$ cat src/rtl/wave_gen_pkg.sv
// Shared types and helpers for the wave generator output path.
// State encoding, pair-count helpers and counter sizing.
package wave_gen_pkg;

   typedef enum logic {
      IDLE  = 1'b0,
      SHIFT = 1'b1
   } ser_state_t;

   localparam int DEF_WIDTH = 8;
   localparam int DEF_PAIRS = DEF_WIDTH / 2;

   function automatic int pair_count(input int width);
      return width / 2;
   endfunction

   // Never narrower than one bit, so P=1 still gets a real counter.
   function automatic int cnt_width(input int pairs);
      int w;
      w = 1;
      while ((1 << w) < pairs) w++;
      return w;
   endfunction

endpackage

$ cat src/rtl/ddr_tx_serializer.sv
// Word-to-DDR-pair serializer feeding the out_ddr_flop pins.
// Streams MSB-first pairs, gapless when fed, idles at IDLE_BIT.
module ddr_tx_serializer
   import wave_gen_pkg::*;
#(
   parameter int   WIDTH    = 8,
   parameter logic IDLE_BIT = 1'b0
) (
   input  logic             clk,
   input  logic             rst,
   input  logic             enable,
   input  logic [WIDTH-1:0] s_data,
   input  logic             s_valid,
   output logic             s_ready,
   output logic             d_rise,
   output logic             d_fall,
   output logic             frame,
   output logic             busy,
   output logic             underrun
);

   localparam int P  = pair_count(WIDTH);
   localparam int CW = cnt_width(P);
   localparam logic [CW-1:0] LAST = CW'(P - 1);

   if ((WIDTH < 2) || (WIDTH % 2 != 0)) begin : g_width_check
      $error("ddr_tx_serializer: WIDTH must be even and >= 2");
   end

   ser_state_t       state;
   logic [WIDTH-1:0] sr;
   logic [CW-1:0]    cnt;
   logic             accept;

   // Ready ahead of the last pair lets the next word follow with no gap.
   assign s_ready = enable && ((state == IDLE) || (cnt == LAST));
   assign accept  = s_valid && s_ready;

   always_ff @(posedge clk) begin
      if (rst) begin
         state    <= IDLE;
         sr       <= '0;
         cnt      <= '0;
         underrun <= 1'b0;
      end else begin
         underrun <= 1'b0;
         unique case (state)
            IDLE: begin
               if (accept) begin
                  sr    <= s_data;
                  cnt   <= '0;
                  state <= SHIFT;
               end
            end
            SHIFT: begin
               if (cnt != LAST) begin
                  sr  <= sr << 2;
                  cnt <= cnt + CW'(1);
               end else if (accept) begin
                  sr  <= s_data;
                  cnt <= '0;
               end else begin
                  state    <= IDLE;
                  cnt      <= '0;
                  underrun <= 1'b1;
               end
            end
            default: state <= IDLE;
         endcase
      end
   end

   assign busy   = (state == SHIFT);
   assign d_rise = busy ? sr[WIDTH-1] : IDLE_BIT;
   assign d_fall = busy ? sr[WIDTH-2] : IDLE_BIT;
   assign frame  = busy && (cnt == '0);

endmodule

$ cat config.mk
export PLATFORM = sky130hd
export DESIGN_NAME = ddr_tx_serializer
export DESIGN_NICKNAME = d
export VERILOG_FILES = /design/src/rtl/wave_gen_pkg.sv /design/src/rtl/ddr_tx_serializer.sv
export SDC_FILE = /design/constraint.sdc
export NUM_CORES = 1
export LEC_CHECK = 0
export ABC_CLOCK_PERIOD_IN_PS = 2600
export BUFFER_PORTS_ARGS = -buffer_cell sky130_fd_sc_hd__buf_2
export CAP_MARGIN = 25
export CORE_AREA = 4 4 41 43
export DETAILED_ROUTE_END_ITERATION = 10
export DIE_AREA = 0 0 45 47
export PLACE_DENSITY = 0.8
export SKIP_CTS_REPAIR_TIMING = 1
export SLEW_MARGIN = 10
export SYNTH_ARGS = -nofsm -noshare
export SYNTH_HDL_FRONTEND = slang
export SYNTH_SLANG_ARGS = --single-unit
$ cat constraint.sdc
create_clock -name clk -period 2.6 [get_ports clk]
set_input_delay 0.13 -clock clk [delete_from_list [all_inputs] [get_ports clk]]
set_output_delay 0.13 -clock clk [all_outputs]
set_load 0.02 [all_outputs]
==> summary.md, run 1 <==
| Metric | Value |
|---|---|
| Worst Setup SP | `cnt[0]` |
| Antenna violations before repair | `0` |
| YS warnings | `0` |
| Register area | `240.2 um2` |
| Clk pin slew, worst setup/hold paths | `0.07 ns` |
| Peak Freq | `0.6478 GHz` |
| FF-to-FF path depth | `4` |
| Synthesized area per cell | `9.877 um2` |
| Buffers added on ports | `17` |
| CP endpoint | `s_ready` |
| CP bufs+invs | `1` |
| Unrepaired setup endpoints after global routing | `false` |
| Crit share post-route | `0.5938` |
| EDFF count, synth | `0` |
| Post-Syn Nets | `80` |
| Post-Synthesis Cells | `66` |
| CP Capture Type | `primary output` |
| Largest cells by area after synthesis | `dfxtp_1 37%, a311oi_2 14%, nand3_1 5.4%` |
| Slew Viols, Final | `0` |
| Lkg Pwr | `0.3149 nW` |
| TritonCTS clock tree | `done` |
| TritonCTS Buffers | `3` |
| CP max FO | `14` |
| Run status | `completed` |
| Core footprint | `1301 um2` |
| Multi-input logic area | `335.3 um2` |
| Largest net degree at the start of global routing | `15` |
| Via density per instance | `5.323` |
| Util after Layout | `0.5558` |
| Largest stage delay, worst path | `0.33 ns` |
| Rows | `13` |
| Commonest non-fill, non-tap cell in the layout | `buf_2` |
| Critical path cell sequence | `ha_1 > nand2b_4 > and2_1 > buf_2` |
| Clk buf depth | `2` |
| First-pass GRT wire length | `1.945 mm` |
| Area Growth Syn to Fin | `10.94%` |
| DIE HEIGHT | `47 um` |
| Top_reg_cell synth | `dfxtp_1` |
| Number of remaining DRC errors | `0` |
| DR iter-0 viols | `12` |
| Worst path depth | `4` |
| Cell Pwr Density | `579.1 nW/um2` |
| Routed len/inst | `12.06 um` |
| Fill cells | `131` |
| Peak supply drop | `0.2581 mV` |
| Top-area cell type share of the netlist area | `0.3685` |
| Slew headroom | `0.7511` |
| Root Buffer | `clkbuf_4` |
| Most frequent cells in the layout | `17 x buf_2, 12 x dfxtp_1, 7 x nand3_1, 7 x nor2_1, 6 x a311oi_2` |
| Total gr overflow | `0` |
| Nets@finish | `96` |
| Starting Density | `0.5010` |
| Synth unique cells | `20` |
| Final setup vio count | `0` |
| Reg2Reg Launch Point | `cnt[0]` |
| Crit-path slowest cell | `dfxtp_1` |
| Slew @ Worst Pin | `0.3728 ns` |
| CTS sink count | `12` |
| Worst-Skew Late Latency | `0.26 ns` |
| Final WL | `1.158 mm` |
| Fin. Hold Viols | `0` |
| Post-route ant nets | `0` |
| Register area share after synthesis | `0.3685` |
| Crit start category | `flip-flop` |
| Ys async rst share | `0` |
| I/O pins | `18` |
| Die Wd | `45 um` |
| Worst R2R Setup Slack | `1.39 ns` |
| Setup TNS | `0 ns` |
| Drt first pass iters | `4` |
| Flops & latches, synth | `12` |
| Gr usage total | `0.1317` |
| Die area | `2115 um2` |
| Leading area contributor after synthesis | `dfxtp_1` |
| Synthesized area | `651.9 um2` |
| Share of cells above drive strength 1 | `0.4074` |
| Routed vias | `511` |
| Post-Route Skew | `0.0004060 ns` |
| Setup CP Type | `flip-flop to primary output` |
| Critical Path AT | `1.41 ns` |
| R2r endpoint | `sr[6]` |
| Min-delay worst type | `primary input to flip-flop` |
| Minimum clock period after layout | `1.544 ns` |
| Placer Congestion | `0.6991` |
| Ant diodes | `0` |
| Cell family with most CP delay | `simple AND/OR/NAND/NOR gates` |
| Max_cap viols | `0` |
| Htree depth | `1` |
| HPWL Detailed | `876 um` |
| Vias in the first global route | `457` |
| WP data required | `2.47 ns` |
power breakdown:
group	switching [mW]	internal, mW
sequential	0.0100	0.196
combinational	0.0383	0.0291
clock	0.0606	0.0850
total	0.109	0.310
layout make-up:
class / instances / area share
Sequential cell: 12 / 0.3322
Timing Repair Buffer: 17 / 0.1176
Clock buffer: 4 / 0.05017
Inverter: 2 / 0.01038
Tap cell: 15 / 0.02595
Multi-Input combinational cell: 46 / 0.4637
worst reg2reg max path: cells and delay by family, from the launching register on:
kind | cells | cell delay, ns
AOI/OAI and AO/OA | 1 | 0.24
adders and majority gates | 1 | 0.20
DFF | 1 | 0.37
and+or+nand+nor | 2 | 0.32
synthesized netlist by cell type (2+ instances only):
| master | instances |
|---|---|
| a21oi_1 | 3 |
| a311oi_2 | 6 |
| and2_1 | 4 |
| buf_6 | 3 |
| buf_8 | 2 |
| dfxtp_1 | 12 |
| ha_1 | 2 |
| inv_1 | 2 |
| mux2i_1 | 3 |
| nand2_1 | 4 |
| nand2_2 | 3 |
| nand3_1 | 7 |
| nor2_1 | 7 |
| nor3_1 | 2 |
layer usage:
| metal | up-vias | track usage | wire (um) |
|---|---|---|---|
| met5 | - | 0 | 0 |
| met4 | 0 | 0.07018 | 0 |
| met3 | 0 | 0.04598 | 84 |
| met2 | 17 | 0.2034 | 518 |
| met1 | 237 | 0.1613 | 555 |
| li1 | 257 | - | - |
logic make-up after synthesis:
| kind of cell | count (synthesis) | synth area share |
|---|---|---|
| adders and majority gates | 2 | 0.03838 |
| and+or+nand+nor | 32 | 0.2687 |
| AOI/OAI and AO/OA | 9 | 0.1612 |
| DFF | 12 | 0.3685 |
| muxes | 3 | 0.04607 |
| buffers and inverters | 8 | 0.1171 |
worst min path at each step:
stage | start | endpoint | slack [ns] | depth (start not counted)
2_1_floorplan | rst | sr[6] | 0.20 | 1
3_3_place_gp | s_data[1] | sr[1] | 0.41 | 3
3_5_place_dp | s_data[1] | sr[1] | 0.43 | 3
4_1_cts | s_data[1] | sr[1] | 0.15 | 3
5_1_grt | s_data[3] | sr[3] | 0.17 | 3
6_report | s_data[1] | sr[1] | 0.16 | 3
sequential cells by signal (all words and copies together) (netlist names):
name / count
sr: 8
busy: 1
underrun: 1
cnt: 2
through the flow:
step                      area, um2  cells  setup WS (ns)  hold WS, ns  power [mW]
after floorplan               651.9     66          1.426       0.1979      0.2684
after global placement        686.9     92          1.369       0.4125      0.2761
after detailed placement      686.9     92          1.348       0.4328      0.2782
after CTS                     723.2     96          1.044       0.1509      0.4241
after global routing          723.2     96         0.9815       0.1682      0.4445
final                         723.2     96          1.056       0.1556      0.4188
No activity file was read; power rests on OpenSTA's default activity.
==> run 2, diff against run 1 <==
ABC_CLOCK_PERIOD_IN_PS = 1300   (was 2600)
CORE_AREA = unset   (was 4 4 41 43)
CORE_MARGIN = 4   (was unset)
CORE_UTILIZATION = 44   (was unset)
DIE_AREA = unset   (was 0 0 45 47)
PLACE_DENSITY = 0.77   (was 0.8)
clock period = 1.3 ns   (was 2.6 ns; I/O delays follow)
==> summary.md, run 2 (synthesized netlist as in run 1, its figures left out) <==
| Metric | Value |
|---|---|
| Slew headroom | `0.8136 (+0.06251)` |
| Vias in the first global route | `450 (-1.5%)` |
| Total gr overflow | `0 (unchanged)` |
| Fin worst setup slack | `0.01504 ns (-1.041 ns)` |
| Fill cells | `130 (-0.76%)` |
| Minimum clock period after layout | `1.285 ns` |
| I/O pins | `18 (unchanged)` |
| Die Wd | `46.49 um (+3.3%)` |
| Fin. Hold Viols | `0 (unchanged)` |
| Finished Cell Area | `780.7 um2 (+8.0%)` |
| CP Capture Type | `primary output` |
| Root Buffer | `clkbuf_4` |
| Htree depth | `1 (unchanged)` |
| CP max FO | `5 (-9)` |
| Worst hold endpoint | `sr[0]` |
| Core footprint | `1350 um2 (+3.7%)` |
| Run status | `completed` |
| Post-route ant nets | `0 (unchanged)` |
| Peak Freq | `0.7782 GHz` |
| Starting Density | `0.4829 (-0.01811)` |
| Area Growth Syn to Fin | `19.77%` |
| FF-to-FF path depth | `5 (+1)` |
| CTS sink count | `12 (unchanged)` |
| TritonCTS clock tree | `done` |
| Die area | `2161 um2 (+2.2%)` |
| Crit start category | `flip-flop` |
| Cell Pwr Density | `1104 nW/um2 (+91%)` |
| Placer Congestion | `0.7165 (+2.5%)` |
| Max_cap viols | `0 (unchanged)` |
| Hold Path Origin | `s_data[0]` |
| Ant diodes | `0 (unchanged)` |
| DIE HEIGHT | `46.49 um (-1.1%)` |
| Buffers added on ports | `17 (unchanged)` |
| First-pass GRT wire length | `1.814 mm (-6.7%)` |
| WP data required | `1.24 ns (-1.23 ns)` |
| Min-delay worst type | `primary input to flip-flop` |
| Critical Path AT | `1.22 ns (-0.19 ns)` |
| Non-filler cells, final | `100 (+4.2%)` |
| Worst-Skew Late Latency | `0.27 ns (about the same)` |
| Multi-input logic area | `350.3 um2 (+4.5%)` |
| Slew @ Worst Pin | `0.2796 ns (-0.09326 ns)` |
| R2r endpoint | `sr[2]` |
| Routed len/inst | `11.82 um (-2.0%)` |
| Final WL | `1.182 mm (+2.1%)` |
| Antenna violations before repair | `0 (unchanged)` |
| Worst R2R Setup Slack | `0.09 ns (-1.30 ns)` |
| DP Worst Slack | `0.08653 ns (-1.261 ns)` |
| Max FFs per register | `8 (unchanged)` |
| Lkg Pwr | `0.3372 nW (+7.1%)` |
| Placed Instance Area | `694.4 um2 (+1.1%)` |
| Routed vias | `514 (+0.59%)` |
| Gr usage total | `0.1197 (-0.01209)` |
| Peak supply drop | `0.6259 mV (+140%)` |
| Most frequent cells in the layout | `16 x buf_2, 9 x dfxtp_1, 7 x nand3_1, 7 x nor2_1, 6 x a311oi_2` |
| Crit share post-route | `0.9884` |
| Slew Viols, Final | `0 (unchanged)` |
| TritonCTS Buffers | `3 (unchanged)` |
| Final setup vio count | `0 (unchanged)` |
| Post-Route Skew | `0.003579 ns (+0.003173 ns)` |
| HPWL Detailed | `850 um (-3.0%)` |
| Nets@finish | `100 (+4.2%)` |
| Util after Layout | `0.5783 (+0.02254)` |
| Rows | `13 (unchanged)` |
| Setup CP Type | `flip-flop to primary output` |
| Top reg by flops | `sr` |
| Drt first pass iters | `5 (+1)` |
| Via density per instance | `5.140 (-3.4%)` |
| Clk pin slew, worst setup/hold paths | `0.08 ns (about the same)` |
| Commonest non-fill, non-tap cell in the layout | `buf_2` |
| Largest net degree at the start of global routing | `15 (unchanged)` |
| Number of remaining DRC errors | `0 (unchanged)` |
| Register area | `246.5 um2 (+2.6%)` |
| DR iter-0 viols | `1 (-11)` |
| Reg2Reg Launch Point | `cnt[1]` |
| Share of cells above drive strength 1 | `0.4941 (+0.08671)` |
| Biggest regs | `sr x8, cnt x2` |
| Clk buf depth | `2 (unchanged)` |
| Unrepaired setup endpoints after global routing | `true` |
| Cell count after placement | `93 (+1.1%)` |
| Hold depth | `3 (unchanged)` |
==> run 2: cell count changes in the layout (fill, tap and decap cells not counted), sizes merged <==
cell / previous run / this run
buf: 17 / 21
==> run 2: per-stage QoR <==
| stage | power [mW] | hold slack [ns] | TNS (ns) |
|---|---|---|---|
| floorplan | 0.5367 | 0.1329 | 0 |
| global placement | 0.5559 | 0.3481 | 0 |
| detailed placement | 0.5578 | 0.3657 | 0 |
| CTS | 0.8541 | 0.08478 | -0.1858 |
| global route | 0.9040 | 0.09904 | -0.02905 |
| finish | 0.8621 | 0.08315 | 0 |
==> run 2: where the power goes <==
part	switching, mW	internal (mW)	leakage (nW)
combinational	0.0816	0.0731	0.216
clock	0.127	0.170	0.0210
sequential	0.0187	0.392	0.100
==> run 2: worst max-delay path by stage <==
stage          startpoint  endpoint  cells after the start
2_1_floorplan      cnt[0]     sr[5]                      5
3_3_place_gp       cnt[0]     sr[2]                      4
3_5_place_dp       cnt[0]     sr[2]                      4
4_1_cts            cnt[0]   s_ready                      4
5_1_grt            cnt[0]   s_ready                      4
6_report           cnt[0]   s_ready                      4
==> run 2: metal layers <==
metal | global-route usage | vias up | share of wire
met4 | 0.05114 | 0 | 0.0085
met3 | 0.03516 | 2 | 0.067
met5 | 0 | - | 0
li1 | - | 265 | -
met2 | 0.1786 | 14 | 0.46
met1 | 0.1578 | 233 | 0.47
==> run 2: area by class of cell <==
| class | count | area share |
|---|---|---|
| inverters | 2 | 0.009615 |
| flip-flops and latches | 12 | 0.3157 |
| multi-input cells | 46 | 0.4487 |
| repair buffers | 21 | 0.1554 |
| clock buffers | 4 | 0.04647 |
| well taps | 15 | 0.02404 |
==> run 2: critical path, stage by stage (launching register included) <==
cell and delay, ns:
dfxtp_4 0.36, ha_4 0.16, nand2b_4 0.15, and2_4 0.16
buf_6 0.12
==> run 3, diff against run 2 <==
ABC_CLOCK_PERIOD_IN_PS = 1600   (was 1300)
CORE_AREA = 4 4 41 43   (was unset)
CORE_MARGIN = unset   (was 4)
CORE_UTILIZATION = unset   (was 44)
DIE_AREA = 0 0 45 47   (was unset)
PLACE_DENSITY = 0.8   (was 0.77)
clock period = 1.6 ns   (was 1.3 ns; I/O delays follow)
==> summary.md, run 3 (synthesized netlist as in run 1, its figures left out) <==
| Metric | Value |
|---|---|
| Slew headroom | `0.7774 (-0.03618)` |
| Slew @ Worst Pin | `0.3334 ns (+0.05382 ns)` |
| Clk buf depth | `2 (unchanged)` |
| Min-delay worst type | `primary input to flip-flop` |
| Vias in the first global route | `465 (+3.3%)` |
| Gr usage total | `0.1295 (+0.009816)` |
| Crit share post-route | `0.9317` |
| Area Growth Syn to Fin | `10.94%` |
| I/O pins | `18 (unchanged)` |
| CP Capture Type | `primary output` |
| Largest net degree at the start of global routing | `15 (unchanged)` |
| Routed vias | `503 (-2.1%)` |
| CP max FO | `14 (+9)` |
| Peak Freq | `0.6708 GHz` |
| Starting Density | `0.5010 (+0.01811)` |
| HPWL Detailed | `828.3 um (-2.6%)` |
| Fin. Hold Viols | `0 (unchanged)` |
| Worst-Skew Late Latency | `0.27 ns (about the same)` |
| Via density per instance | `5.240 (+1.9%)` |
| Post-route ant nets | `0 (unchanged)` |
| Die Wd | `45 um (-3.2%)` |
| TritonCTS Buffers | `3 (unchanged)` |
| Number of remaining DRC errors | `0 (unchanged)` |
| Unrepaired setup endpoints after global routing | `false` |
| Setup TNS | `0 ns (unchanged)` |
| Clk pin slew, worst setup/hold paths | `0.08 ns (about the same)` |
| Placer Congestion | `0.6994 (-2.4%)` |
| DR iter-0 viols | `6 (+5)` |
| Htree depth | `1 (unchanged)` |
| Lkg Pwr | `0.3149 nW (-6.6%)` |
| Hold Path Origin | `s_data[0]` |
| Routed len/inst | `11.91 um (+0.73%)` |
| Placed Instance Area | `686.9 um2 (-1.1%)` |
| Most frequent cells in the layout | `17 x buf_2, 12 x dfxtp_1, 7 x nand3_1, 7 x nor2_1, 6 x a311oi_2` |
| WP data required | `1.52 ns (+0.28 ns)` |
| Reg2Reg Launch Point | `cnt[0]` |
| Top reg by flops | `sr` |
| Max_cap viols | `0 (unchanged)` |
| Finished Cell Area | `723.2 um2 (-7.4%)` |
| Rows | `13 (unchanged)` |
| Root Buffer | `clkbuf_4` |
| Drt first pass iters | `2 (-3)` |
| TritonCTS clock tree | `done` |
| Ant diodes | `0 (unchanged)` |
| Core footprint | `1301 um2 (-3.6%)` |
| CTS sink count | `12 (unchanged)` |
| Setup CP Type | `flip-flop to primary output` |
| Total gr overflow | `0 (unchanged)` |
| Peak supply drop | `0.4865 mV (-22%)` |
| First-pass GRT wire length | `1.925 mm (+6.1%)` |
| Share of cells above drive strength 1 | `0.4074 (-0.08671)` |
| Final WL | `1.143 mm (-3.3%)` |
| Commonest non-fill, non-tap cell in the layout | `buf_2` |
| Cell Pwr Density | `948.6 nW/um2 (-14%)` |
| DIE HEIGHT | `47 um (+1.1%)` |
| Post-Route Skew | `0.005826 ns (+0.002247 ns)` |
| Critical Path AT | `1.41 ns (+0.19 ns)` |
| Slew Viols, Final | `0 (unchanged)` |
| Worst Setup SP | `cnt[0]` |
| Buffers added on ports | `17 (unchanged)` |
| Biggest regs | `sr x8, cnt x2` |
| Crit start category | `flip-flop` |
| Max FFs per register | `8 (unchanged)` |
| Final setup vio count | `0 (unchanged)` |
| Run status | `completed` |
| Antenna violations before repair | `0 (unchanged)` |
| Nets@finish | `96 (-4.0%)` |
| Minimum clock period after layout | `1.491 ns` |
| Die area | `2115 um2 (-2.1%)` |
[run 3: cell types whose count changed in the layout (fill, tap and decap cells not counted), sizes merged]
cell / before / now
buf: 21 / 17
[run 3: worst paths after layout]
check | to | slack [ns] | cells past startpoint
max | s_ready | 0.11 | 4
min | sr[0] | 0.09 | 3
max reg2reg | sr[5] | 0.39 | 4
min reg2reg | sr[7] | 0.51 | 2
[run 3: critical path, stage by stage (launching register included)]
cell and delay [ns]:
dfxtp_1 0.34, ha_1 0.23, nand2b_4 0.23, and2_1 0.19, buf_2 0.15
[run 3: routing by layer]
layer	global-route usage	wire length (um)	up-vias
met4	0.07018	7	0
li1	-	-	257
met1	0.1709	546	227
met5	0	0	-
met3	0.03448	93	2
met2	0.1921	495	17
[run 3: metrics by stage]
| stage | hold WS [ns] | cells | power, mW | worst slack (ns) | util |
|---|---|---|---|---|---|
| floorplan | 0.1479 | 66 | 0.4361 | 0.4521 | - |
| global placement | 0.3650 | 92 | 0.4484 | 0.4217 | 0.5279 |
| detailed placement | 0.3763 | 92 | 0.4514 | 0.3989 | 0.5279 |
| CTS | 0.09130 | 96 | 0.6908 | 0.09144 | 0.5558 |
| global route | 0.09329 | 96 | 0.7254 | 0.01194 | 0.5558 |
| finish | 0.08770 | 96 | 0.6860 | 0.1092 | 0.5558 |
[run 3: final cells by class]
| type | instances | area, um2 |
|---|---|---|
| Clock buffer | 4 | 36.28 |
| Fill cell | 130 | 578.1 |
| Inverter | 2 | 7.507 |
| Multi-Input combinational cell | 46 | 335.3 |
| Sequential cell | 12 | 240.2 |
| Tap cell | 15 | 18.77 |
| Timing Repair Buffer | 17 | 85.08 |
[run 3: report_power, final]
| part | switching [mW] | total [mW] | internal, mW |
|---|---|---|---|
| Combinational | 0.0622 | 0.109 | 0.0472 |
| Sequential | 0.0161 | 0.334 | 0.318 |
| Clock | 0.104 | 0.242 | 0.138 |
| Total | 0.182 | 0.686 | 0.504 |
